### config.mk
export PLATFORM = sky130hd
export DESIGN_NAME = reset_sequencer
export DESIGN_NICKNAME = d
export VERILOG_FILES = /design/src/rtl/reset_pkg.sv /design/src/rtl/sync_2ff.sv /design/src/rtl/reset_sequencer.sv
export SDC_FILE = /design/constraint.sdc
export NUM_CORES = 1
export LEC_CHECK = 0
export BUFFER_PORTS_ARGS = -buffer_cell sky130_fd_sc_hd__clkbuf_2
export CAP_MARGIN = 20
export CORE_MARGIN = 8
export CORE_UTILIZATION = 25
export DETAILED_ROUTE_END_ITERATION = 8
export HOLD_SLACK_MARGIN = 0.08
export PLACE_DENSITY = 0.42
export SLEW_MARGIN = 5
export SYNTH_ARGS = -nofsm -noshare
export SYNTH_HDL_FRONTEND = slang
export SYNTH_SLANG_ARGS = --single-unit
### constraint.sdc
create_clock -name clk -period 4.9 [get_ports clk]
set_input_delay 0.98 -clock clk [delete_from_list [all_inputs] [get_ports clk]]
set_output_delay 0.98 -clock clk [all_outputs]
set_load 0.03 [all_outputs]
### src/rtl/reset_pkg.sv
// Shared encodings for the board reset sequencer: FSM states and reset-cause codes.
package reset_pkg;

  typedef enum logic [1:0] {
    ST_ASSERT  = 2'd0,
    ST_RELEASE = 2'd1,
    ST_RUN     = 2'd2
  } state_t;

  localparam logic [1:0] CAUSE_POR  = 2'd0;
  localparam logic [1:0] CAUSE_LOCK = 2'd1;
  localparam logic [1:0] CAUSE_SW   = 2'd2;
  localparam logic [1:0] CAUSE_WDOG = 2'd3;

  // Lock loss outranks a watchdog expiry, which outranks a software request.
  function automatic logic [1:0] abort_cause(input logic lock_lost,
                                             input logic wdog_expired);
    if (lock_lost) begin
      return CAUSE_LOCK;
    end else if (wdog_expired) begin
      return CAUSE_WDOG;
    end else begin
      return CAUSE_SW;
    end
  endfunction

endpackage

### src/rtl/sync_2ff.sv
// Two-flop level synchronizer with asynchronous active-high clear.
module sync_2ff (
  input  logic clk,
  input  logic clear,
  input  logic d,
  output logic q
);

  logic meta;

  always_ff @(posedge clk or posedge clear) begin
    if (clear) begin
      meta <= 1'b0;
      q    <= 1'b0;
    end else begin
      meta <= d;
      q    <= meta;
    end
  end

endmodule

### src/rtl/reset_sequencer.sv
// Board reset controller: holds all domains until the PLL is stably locked, then releases
// them one by one. Optional watchdog (port wdog_kick) is enabled by RESET_SEQUENCER_WDOG_EN.
module reset_sequencer
  import reset_pkg::*;
#(
  parameter int NUM_DOMAINS    = 3,
  parameter int HOLD_CYCLES    = 16,
  parameter int STAGGER_CYCLES = 4,
  parameter int WDOG_CYCLES    = 1024
) (
  input  logic                   clk,
  input  logic                   reset_in,
  input  logic                   pll_locked,
  input  logic                   sw_reset_req,
`ifdef RESET_SEQUENCER_WDOG_EN
  input  logic                   wdog_kick,
`endif
  output logic [NUM_DOMAINS-1:0] rst_out,
  output logic                   ready,
  output logic [1:0]             reset_cause
);

  localparam int CNT_MAX = (HOLD_CYCLES > STAGGER_CYCLES) ? HOLD_CYCLES : STAGGER_CYCLES;
  localparam int CNT_W   = (CNT_MAX > 1) ? $clog2(CNT_MAX) : 1;
  localparam int IDX_W   = (NUM_DOMAINS > 1) ? $clog2(NUM_DOMAINS) : 1;

  state_t                 state_q, state_d;
  logic [CNT_W-1:0]       cnt_q, cnt_d;
  logic [IDX_W-1:0]       idx_q, idx_d;
  logic [NUM_DOMAINS-1:0] rst_q, rst_d;
  logic                   ready_q, ready_d;
  logic [1:0]             cause_q, cause_d;
  logic                   locked_s;
  logic                   wdog_expired;

  sync_2ff u_lock_sync (
    .clk   (clk),
    .clear (reset_in),
    .d     (pll_locked),
    .q     (locked_s)
  );

`ifdef RESET_SEQUENCER_WDOG_EN
  localparam int WD_W = $clog2(WDOG_CYCLES);

  logic [WD_W-1:0] wdog_q, wdog_d;

  always_comb begin
    wdog_d       = wdog_q;
    wdog_expired = 1'b0;
    if (state_q != ST_RUN || wdog_kick) begin
      wdog_d = '0;
    end else if (wdog_q == WD_W'(WDOG_CYCLES - 1)) begin
      wdog_expired = 1'b1;
      wdog_d       = '0;
    end else begin
      wdog_d = wdog_q + WD_W'(1);
    end
  end

  always_ff @(posedge clk or posedge reset_in) begin
    if (reset_in) begin
      wdog_q <= '0;
    end else begin
      wdog_q <= wdog_d;
    end
  end
`else
  logic unused_wdog_cfg;

  assign unused_wdog_cfg = (WDOG_CYCLES > 1);
  assign wdog_expired    = 1'b0;
`endif

  // Next-state and registered-output logic; an abort always overrides stagger progress.
  always_comb begin
    state_d = state_q;
    cnt_d   = cnt_q;
    idx_d   = idx_q;
    rst_d   = rst_q;
    ready_d = ready_q;
    cause_d = cause_q;

    case (state_q)
      ST_ASSERT: begin
        rst_d   = '1;
        ready_d = 1'b0;
        if (!locked_s || sw_reset_req) begin
          cnt_d = '0;
        end else if (cnt_q == CNT_W'(HOLD_CYCLES - 1)) begin
          state_d  = ST_RELEASE;
          rst_d[0] = 1'b0;
          cnt_d    = '0;
          idx_d    = '0;
        end else begin
          cnt_d = cnt_q + CNT_W'(1);
        end
      end

      ST_RELEASE, ST_RUN: begin
        if (!locked_s || sw_reset_req || wdog_expired) begin
          state_d = ST_ASSERT;
          rst_d   = '1;
          ready_d = 1'b0;
          cnt_d   = '0;
          cause_d = abort_cause(!locked_s, wdog_expired);
        end else if (state_q == ST_RELEASE) begin
          if (cnt_q == CNT_W'(STAGGER_CYCLES - 1)) begin
            cnt_d = '0;
            if (int'(idx_q) == NUM_DOMAINS - 1) begin
              state_d = ST_RUN;
              ready_d = 1'b1;
            end else begin
              for (int i = 1; i < NUM_DOMAINS; i++) begin
                if (i == int'(idx_q) + 1) begin
                  rst_d[i] = 1'b0;
                end
              end
              idx_d = idx_q + IDX_W'(1);
            end
          end else begin
            cnt_d = cnt_q + CNT_W'(1);
          end
        end
      end

      default: begin
        state_d = ST_ASSERT;
        rst_d   = '1;
        ready_d = 1'b0;
        cnt_d   = '0;
      end
    endcase
  end

  always_ff @(posedge clk or posedge reset_in) begin
    if (reset_in) begin
      state_q <= ST_ASSERT;
      cnt_q   <= '0;
      idx_q   <= '0;
      rst_q   <= '1;
      ready_q <= 1'b0;
      cause_q <= CAUSE_POR;
    end else begin
      state_q <= state_d;
      cnt_q   <= cnt_d;
      idx_q   <= idx_d;
      rst_q   <= rst_d;
      ready_q <= ready_d;
      cause_q <= cause_d;
    end
  end

  assign rst_out     = rst_q;
  assign ready       = ready_q;
  assign reset_cause = cause_q;

endmodule

* After elaboration in Yosys (flattened, before gate mapping)
Cells that the tools add are included.
** Word-level totals
- Register bits :: 16
- Logic and storage cells :: 80
** Cells by class
- Add/sub/neg operators :: 3
- Equal/unequal tests :: 20
- Muxes and demuxes :: 36
- Reductions and logical operators :: 11
** Operators with widths (count)
- 2-bit 2-to-1 mux :: 17
- 2-bit by 32-bit equality test with 1-bit output, first input constant :: 1
- 4-bit 2-to-1 mux :: 5
- 3-bit inequality test, second input constant :: 6
- 2-bit inequality test, second input constant :: 7
- 1-bit 2-to-1 mux :: 10
- 2-bit one-hot mux with 2 select lines :: 2
- 4-bit one-hot mux with 2 select lines :: 1
- 4-bit AND reduction :: 2
- 7-bit AND reduction :: 1
- 3-bit one-hot mux with 2 select lines :: 1
- 5-bit AND reduction :: 1
- 4-bit by 1-bit adder with 4-bit output, second input constant :: 1
- 2-bit equality test, second input constant :: 2
- 4-bit by 2-bit equality test with 1-bit output, second input constant :: 1
- 4-bit equality test, second input constant :: 1
- 2-bit by 1-bit adder with 3-bit output, second input constant :: 1
- 2-bit by 3-bit equality test with 1-bit output, first input constant :: 1
- 3-bit AND reduction :: 1
- 2-bit by 1-bit adder with 2-bit output, second input constant :: 1
- 2-bit by 1-bit equality test with 1-bit output, second input constant :: 1
- 2-bit logical NOT :: 1
- 2-bit AND reduction :: 1
- 2-bit nonzero test :: 1
- 3 further kinds :: 3

* Longest topological paths before layout
Gate-level depths: netlist (run 1).
- Depth after elaboration :: 8
- Depth in mapped cells :: 7
- Mapped depth without buffers :: 6

* Cells and area by module
From an unflattened synthesis (run 1), not the netlist that was laid out.
** Second synthesis, totals
- Cells, all modules :: 86
- Area, all modules :: 903.4 µm²
** By module, submodules not included
- reset_sequencer :: instances 1, cells an instance 83, area each 849.6 µm², seq. area each 354.1 µm²
- sync_2ff :: instances 1, cells an instance 3, area each 53.8 µm², seq. area each 50.0 µm²

* Least setup slack after synthesis (run 1)
No wires, ideal clock.
- Path type :: in2reg
- From :: in sw_reset_req
- To :: reg cnt_q[2]
- Library setup time :: 0.076 ns
- Data arrival time :: 1.789 ns
- Required time :: 4.824 ns
- Setup slack :: 3.035 ns
- Cell stages on the path :: 4
- Path buffers :: 0
- Cell sequence :: or3b_1 nor4_4 nand2_1 o21ai_1
** On the way
- Word-level cells in the longest chain between the ends :: 3
- Elaborated cells between the ends (all ways) :: 5
- Those cells by class :: eq/ne: 1; mux: 3; reduce/logical: 1
** RTL lines
- from (decl) :: RTL line reset_sequencer.sv:14 : input logic sw_reset_req,
- 1-bit logical OR (*) :: RTL line reset_sequencer.sv:88, reset_sequencer.sv:101
- 4-bit 2-to-1 mux, on equally long branches :: RTL line reset_sequencer.sv:101, reset_sequencer.sv:88
- 4-bit one-hot mux with 2 select lines :: RTL line reset_sequencer.sv:84 : case (state_q)
- to (signal assigned) :: RTL line reset_sequencer.sv:146 : cnt_q <= cnt_d;
- to (decl) :: RTL line reset_sequencer.sv:28 : logic [CNT_W-1:0] cnt_q, cnt_d;
Mark *: on every way between the ends. The rest lies on a longest branch, timed or not.
A chain may end at the register's enable or synchronous reset.

* Worst setup path in the final report (run 1)
- From :: reg rst_q[1] (netlist: rst_out[1])
- To :: out rst_out[1]
** RTL lines
- from (decl) :: RTL line reset_sequencer.sv:30 : logic [NUM_DOMAINS-1:0] rst_q, rst_d;
- from (signal assigned) :: RTL line reset_sequencer.sv:148 : rst_q <= rst_d;
- to (decl) :: RTL line reset_sequencer.sv:18 : output logic [NUM_DOMAINS-1:0] rst_out,
No word-level cell between the ends.

==> results of run 1 <==
-- per-stage QoR --
step                      total power (µW)  utilization (%)  hold WS, ns
after floorplan                        171                -        0.331
after global placement                 182             28.1        0.332
after detailed placement               183             28.1        0.344
after CTS                              307             29.7        0.359
after global routing                   316             29.7        0.362
final                                  298             29.7        0.355
-- registers in the layout, indices dropped and copies added, names as in the netlist --
register,cells
u_lock_sync.meta,1
ready,1
u_lock_sync.q,1
idx_q,2
state_q,2
rst_out,3
cnt_q,4
reset_cause,2
-- layer usage --
metal  share of wire, %  vias up  wire [µm]  GRT usage (%)
met2                 46        8        823           10.3
li1                   -      325          -              -
met1                 49      308        882           7.99
met4                1.6        0         29           2.88
met3                3.4        5         61           2.83
met5                  0        -          0              0
-- path summary, 6_finish.rpt --
kind                                   from             to  slack, ns  depth (start not counted)
max                              rst_out[1]     rst_out[1]       2.94                          1
min                        u_lock_sync.meta  u_lock_sync.q       0.35                          0
max reg2reg                      state_q[0]       idx_q[0]       2.97                          5
min reg2reg                u_lock_sync.meta  u_lock_sync.q       0.35                          0
max in group asynchronous          reset_in          ready       3.74                          2
min in group asynchronous          reset_in       cnt_q[1]       0.77                          2
-- layout by cell type, fill, tap and decap left out, types with 2 or more instances in the layout --
cell type,count
sky130_fd_sc_hd__dfrtp_1,13
sky130_fd_sc_hd__clkbuf_2,9
sky130_fd_sc_hd__inv_1,6
sky130_fd_sc_hd__a21oi_1,7
sky130_fd_sc_hd__nor3_1,2
sky130_fd_sc_hd__nand2_1,7
sky130_fd_sc_hd__nor2b_1,2
sky130_fd_sc_hd__nand2b_1,2
sky130_fd_sc_hd__a21o_1,2
sky130_fd_sc_hd__o21ai_1,4
sky130_fd_sc_hd__clkbuf_8,4
sky130_fd_sc_hd__ha_1,8
sky130_fd_sc_hd__dfstp_2,3
sky130_fd_sc_hd__a22oi_1,2
sky130_fd_sc_hd__mux2_1,2
sky130_fd_sc_hd__nor2_1,8
sky130_fd_sc_hd__mux2i_1,2
sky130_fd_sc_hd__nand3_1,2
-- cells in the mapped netlist --
library cell                number
sky130_fd_sc_hd__a2111oi_4       1
sky130_fd_sc_hd__a211o_1         1
sky130_fd_sc_hd__a21o_1          2
sky130_fd_sc_hd__a21oi_1         7
sky130_fd_sc_hd__a22oi_1         2
sky130_fd_sc_hd__a31oi_1         1
sky130_fd_sc_hd__a32o_1          1
sky130_fd_sc_hd__and2b_1         1
sky130_fd_sc_hd__and4bb_4        1
sky130_fd_sc_hd__buf_4           1
sky130_fd_sc_hd__dfrtp_1        13
sky130_fd_sc_hd__dfstp_2         3
sky130_fd_sc_hd__ha_1            8
sky130_fd_sc_hd__inv_1           6
sky130_fd_sc_hd__mux2_1          2
sky130_fd_sc_hd__mux2i_1         2
sky130_fd_sc_hd__nand2_1         7
sky130_fd_sc_hd__nand2b_1        2
sky130_fd_sc_hd__nand3_1         2
sky130_fd_sc_hd__nand3b_2        1
sky130_fd_sc_hd__nand4_1         1
sky130_fd_sc_hd__nor2_1          8
sky130_fd_sc_hd__nor2b_1         2
sky130_fd_sc_hd__nor3_1          2
sky130_fd_sc_hd__nor4_4          1
sky130_fd_sc_hd__nor4b_2         1
sky130_fd_sc_hd__o21ai_1         4
sky130_fd_sc_hd__o2bb2ai_2       1
sky130_fd_sc_hd__or3b_1          1
-- where the power goes --
part	leakage, µW	switching (µW)	internal (µW)
Combinational	0.000251	23.2	11.0
Clock	0.0000288	47.2	71.4
Sequential	0.000192	5.17	140
Total	0.000471	75.5	223
-- cell families (layout without fill, tap and decap cells) --
family                   after synthesis  after routing  synth area share (%)
AO/OA/AOI/OAI                         20             20                  16.6
flip-flops                            16             16                  44.1
buffers and inverters                  7             19                  3.27
multiplexers                           4              4                  4.64
AND/OR/NAND/NOR                       30             30                  20.5
adder cells (fa/ha/maj)                8              8                  10.9
-- layout make-up --
| class | count | area [µm²] |
|---|---|---|
| multi-input cells | 62 | 483 |
| clock buffers | 4 | 55.1 |
| flip-flops and latches | 16 | 404 |
| inverters | 6 | 22.5 |
| fillers | 385 | 2540 |
| repair buffers | 9 | 45.0 |
| well taps | 48 | 60.1 |
==> impl_summary.txt, run 1 <==
----------------------------------------------------
[Status]
  Result of the run ... finished clean

[Die]
  Number of top-level pins ... 10
  Area of the core ... 0.00361 mm²
  Initial core utilization ... between 20% and 30%
  Chip width ... 76.6 µm
  Area of the die ... ~0.006 mm²
  Site Rows ... 22
  Floorplan die height ... between 70 and 80 µm

[Placement]
  DP Area ... 0.00101 mm²
  Half-perimeter wire length of the detailed placement result ... 1390 µm
  Post-placement setup slack ... around 2.8 ns
  Total placed cells including tap cells ... 141
  Port Buffer Count ... 9
  Routability Congestion ... approximately 0.71

[Clock network]
  Clock Path Buffers ... 2
  Latest clock arrival within the worst-skew pair ... 0.25 ns
  H-tree levels ... 1
  Clock-pin transition on the worst setup and hold timing paths ... 0.06 ns
  Number of cells upsized or downsized after cts ... 0
  CTS tree ... yes
  Buffers inserted by post-CTS timing repair ... 0
  CTS buffer count ... 3
  Number of buffers inserted for hold repair after clock tree synthesis ... 0
  CTS Sinks ... 16
  Cell chosen for the clock root ... sky130_fd_sc_hd__clkbuf_8

[Synthesis]
  Seq/Total Area, Yosys ... about 44%
  Dominant cells by area after synthesis ... sky130_fd_sc_hd__dfrtp_1, sky130_fd_sc_hd__ha_1, sky130_fd_sc_hd__dfstp_2
  Post-synth design cell area ... 917 µm²
  Post-synth cell types ... 29
  Synth Area per Inst ... 10.8 µm²
  Post-synthesis sequential element count ... 16
  Post-Synthesis Cells ... 85
  Synthesized netlist net count ... 97
  Cell accounting for the most synthesized area ... sky130_fd_sc_hd__dfrtp_1
  Ys Warns ... 0
  Area fraction of the dominant cell type after synthesis ... 35.5%

[Power and ir drop]
  P per Cell Area ... 279 mW/mm²
  Peak ir drop on the vdd network ... 0.105 mV
  Leakage dissipation ... 0.000471 µW

[Worst setup path]
  Critical path buffers and inverters ... 1
  Critical path class ... flip-flop to output port
  Worst Setup End Kind ... output port
  Series of cell instances along the critical path ... clkbuf_2
  Max stage delay on crit path ... between 0.5 and 0.6 ns
  Worst path top cell family by delay ... flip-flops
  CP Launch Type ... flip-flop
  Arrival time reported for the critical path endpoint ... 0.98 ns
  Cell type of the slowest stage on the worst timing path ... sky130_fd_sc_hd__dfstp_2
  Maximum net fanout on the critical path ... 2
  Data required time of the critical path ... 3.92 ns

[Detailed routing]
  Drt pass-1 iters ... 4
  DRC violations left ... 0
  Routed wirelength normalized by instance count ... approximately 12 µm
  Vias ... 646
  Iteration-0 DRC count of the detailed router ... 16
  Ratio of routed vias to standard cells ... 4.46
  Post-Route WL ... approximately 1800 µm
  DRT antenna net count ... 0

[Final layout]
  Post-route cell area ... 0.00107 mm²
  Post-synthesis to final-layout area growth ... 16.6%
  Total Nets Final ... 110
  Final antenna diode count ... 0
  Share of final-layout standard cells stronger than drive strength 1 ... 22.7%
  Fin cells ... ~150

[STA]
  Max_slew headroom ... between 50% and 60%
  Slew at the pin closest to its max-slew limit ... 0.603 ns
  Fmax achieved ... 510 MHz
  Post-route worst setup slack ... 2.94 ns
  Final worst clock skew ... roughly 0.0032 ns
  Finish-stage setup viols ... 0
  Sum Neg Setup Slack ... 0 ns
  Final hold viol count ... 0
  Minimum clock period ... between 1.5 and 2 ns
  Final worst path period share ... 40.0%
  Slew Limit Fails ... 0
  Setup repair after global routing missed its margin ... false

[Global routing]
  Global-route wire length before repair ... between 3000 and 4000 µm
  Via count of the first global-routing pass ... 677
  Number of antenna violations at the first check in global routing ... 0
  Pin count of the biggest net entering global routing ... 17
  GRT Util Overall ... 6.71%
  Remaining global-route overflow ... 0

[Worst hold path]
  Classification of the worst-slack hold path ... flip-flop to flip-flop

[Flow run]
  Max-capacitance violation count ... 0

----------------------------------------------------
Note: power is estimated with default switching activity, not from simulation.
==> run 2: changes to the inputs <==
- PLACE_DENSITY: 0.42 -> 0.43
- clock period: 4.9 -> 1.7 ns (I/O delays scaled with it)
==> impl_summary.txt, run 2 (synthesis gave the netlist of run 1 again) <==
----------------------------------------------------
[Final layout]
  Post-synthesis to final-layout area growth ... 43.8%
  Share of final-layout standard cells stronger than drive strength 1 ... 51.3%
  Register name with the most flops ... cnt_q
  Flip-flop count of the largest register, all copies and words added ... 4
  Final antenna diode count ... 0
  Fin cells ... 161
  Total Nets Final ... about 130
  Most frequent standard cell in the layout excluding fill and tap cells ... sky130_fd_sc_hd__buf_4
  Final design utilization ... 36.6%
  Commonest cells after routing, fill and taps aside ... sky130_fd_sc_hd__buf_4, sky130_fd_sc_hd__dfrtp_1, sky130_fd_sc_hd__clkbuf_2, sky130_fd_sc_hd__nand2_1, sky130_fd_sc_hd__nor2_1

[Placement]
  Routability Congestion ... 0.765
  Post-placement setup slack ... -0.0164 ns
  Half-perimeter wire length of the detailed placement result ... ~1500 µm
  Total placed cells including tap cells ... 150
  Port Buffer Count ... 9

[Die]
  Chip width ... 76.6 µm
  Number of top-level pins ... 10
  Floorplan die height ... 76.6 µm
  Site Rows ... 22
  Initial core utilization ... 25.4%
  Area of the core ... 0.00361 mm²
  Area of the die ... 0.00586 mm²

[Worst hold path]
  Classification of the worst-slack hold path ... input pin to async pin

[Clock network]
  Clock Path Buffers ... 2
  Latest clock arrival within the worst-skew pair ... 0.25 ns
  Clock-pin transition on the worst setup and hold timing paths ... 0.07 ns
  Cell chosen for the clock root ... sky130_fd_sc_hd__clkbuf_8
  CTS buffer count ... 3
  CTS Sinks ... 16
  H-tree levels ... 1
  Number of buffers inserted for hold repair after clock tree synthesis ... 0
  CTS tree ... yes

[STA]
  Post-route worst setup slack ... around 0.013 ns
  Setup repair after global routing missed its margin ... true
  Final hold viol count ... 0
  Max_slew headroom ... 57.6%
  Finish-stage setup viols ... 0
  Slew Limit Fails ... 0
  Final worst path period share ... 99.3%
  Minimum clock period ... 1.69 ns
  Fmax achieved ... 593 MHz
  Sum Neg Setup Slack ... 0 ns
  Slew at the pin closest to its max-slew limit ... 0.635 ns
  Final worst hold slack ... 0.139 ns
  Final worst clock skew ... 0.00377 ns

[Flow run]
  Max-capacitance violation count ... 0

[Global routing]
  Number of antenna violations at the first check in global routing ... 0
  Remaining global-route overflow ... 0
  Via count of the first global-routing pass ... 695
  Global-route wire length before repair ... 3130 µm
  Pin count of the biggest net entering global routing ... 17
  GRT Util Overall ... 6.58%

[Worst setup path]
  Worst Reg2Reg Path Length in Cells ... 6
  Max stage delay on crit path ... roughly 0.4 ns
  Slack of the worst reg-to-reg path ... 0.01 ns
  Cell type of the slowest stage on the worst timing path ... sky130_fd_sc_hd__dfrtp_1
  Critical path class ... flip-flop to flip-flop
  Maximum net fanout on the critical path ... 3
  CP Launch Type ... flip-flop
  Data required time of the critical path ... 1.88 ns
  Worst Setup End Kind ... flip-flop
  Worst path top cell family by delay ... flip-flops
  Series of cell instances along the critical path ... ha_2, and4bb_4, buf_4, and2b_1, a21oi_2, mux2_4
  Worst reg2reg path endpoint ... rst_out[2]
  Worst reg2reg path startpoint ... cnt_q[1]
  Critical path buffers and inverters ... 1
  Arrival time reported for the critical path endpoint ... roughly 1.9 ns

[Detailed routing]
  Routed wirelength normalized by instance count ... 13.5 µm
  DRT antenna net count ... 0
  Drt pass-1 iters ... 4
  Iteration-0 DRC count of the detailed router ... 23
  Post-Route WL ... about 2200 µm
  Vias ... roughly 730
  DRC violations left ... 0
  Ratio of routed vias to standard cells ... approximately 4.5

[Power and ir drop]
  Peak ir drop on the vdd network ... 0.524 mV
  Leakage dissipation ... around 0.00057 µW
  P per Cell Area ... 665 mW/mm²

[Status]
  Result of the run ... finished clean

----------------------------------------------------
run 2: changes by cell type in the layout (fill, tap and decap cells not counted), sizes merged:
cell / delta
buf: +16
run 2: routing by layer:
layer | track usage, % | wire [µm] | vias to the layer above
met1 | 7.28 | 988 | 363
met2 | 10.8 | 1090 | 7
met3 | 3.07 | 70 | 4
met4 | 2.31 | 27 | 0
li1 | - | - | 354
met5 | 0 | 0 | -
run 2: worst max path at each step:
stage	from	end	slack [ns]	cells after the start
floorplan	state_q[0]	rst_out[1]	0.13	6
global placement	state_q[0]	cnt_q[2]	0.0002	6
detailed placement	state_q[0]	cnt_q[2]	-0.02	6
CTS	state_q[0]	cnt_q[2]	-0.007	6
global route	cnt_q[1]	rst_out[1]	-0.05	6
finish	cnt_q[1]	rst_out[2]	0.01	6
run 2: area by class of cell:
cell class	instances	area, µm²
clock buffers	4	55.1
fillers	383	2290
inverters	6	22.5
multi-input cells	62	602
flip-flops and latches	16	407
well taps	48	60.1
repair buffers	25	173
run 2: worst reg2reg max path: stages, from the launching register on:
cell and delay (ns):
sky130_fd_sc_hd__dfrtp_1 0.40, sky130_fd_sc_hd__ha_2 0.21, sky130_fd_sc_hd__and4bb_4 0.22, sky130_fd_sc_hd__buf_4 0.14, sky130_fd_sc_hd__and2b_1 0.18, sky130_fd_sc_hd__a21oi_2 0.16
sky130_fd_sc_hd__mux2_4 0.31
run 2: power breakdown:
group | switching (µW) | total (µW) | internal [µW] | leakage [µW]
Combinational | 71.7 | 114 | 41.9 | 0.000357
Sequential | 13.8 | 418 | 404 | 0.000188
Clock | 140 | 345 | 206 | 0.0000288
Total | 225 | 877 | 652 | 0.000574
run 2: per-stage QoR:
stage | instance area [µm²] | power (µW)
final | 1320 | 877
after global routing | 1320 | 922
after CTS | 1170 | 888
after detailed placement | 1080 | 531
after global placement | 1080 | 528
after floorplan | 917 | 494
run 2: what timing repair did:
action / in CTS / in global routing
setup buffers: 1 / 6
endpoints found under the hold margin: 0 / 0
pin swaps: 5 / 11
gates resized for setup: 5 / 24
setup endpoints to repair: 3 / 9
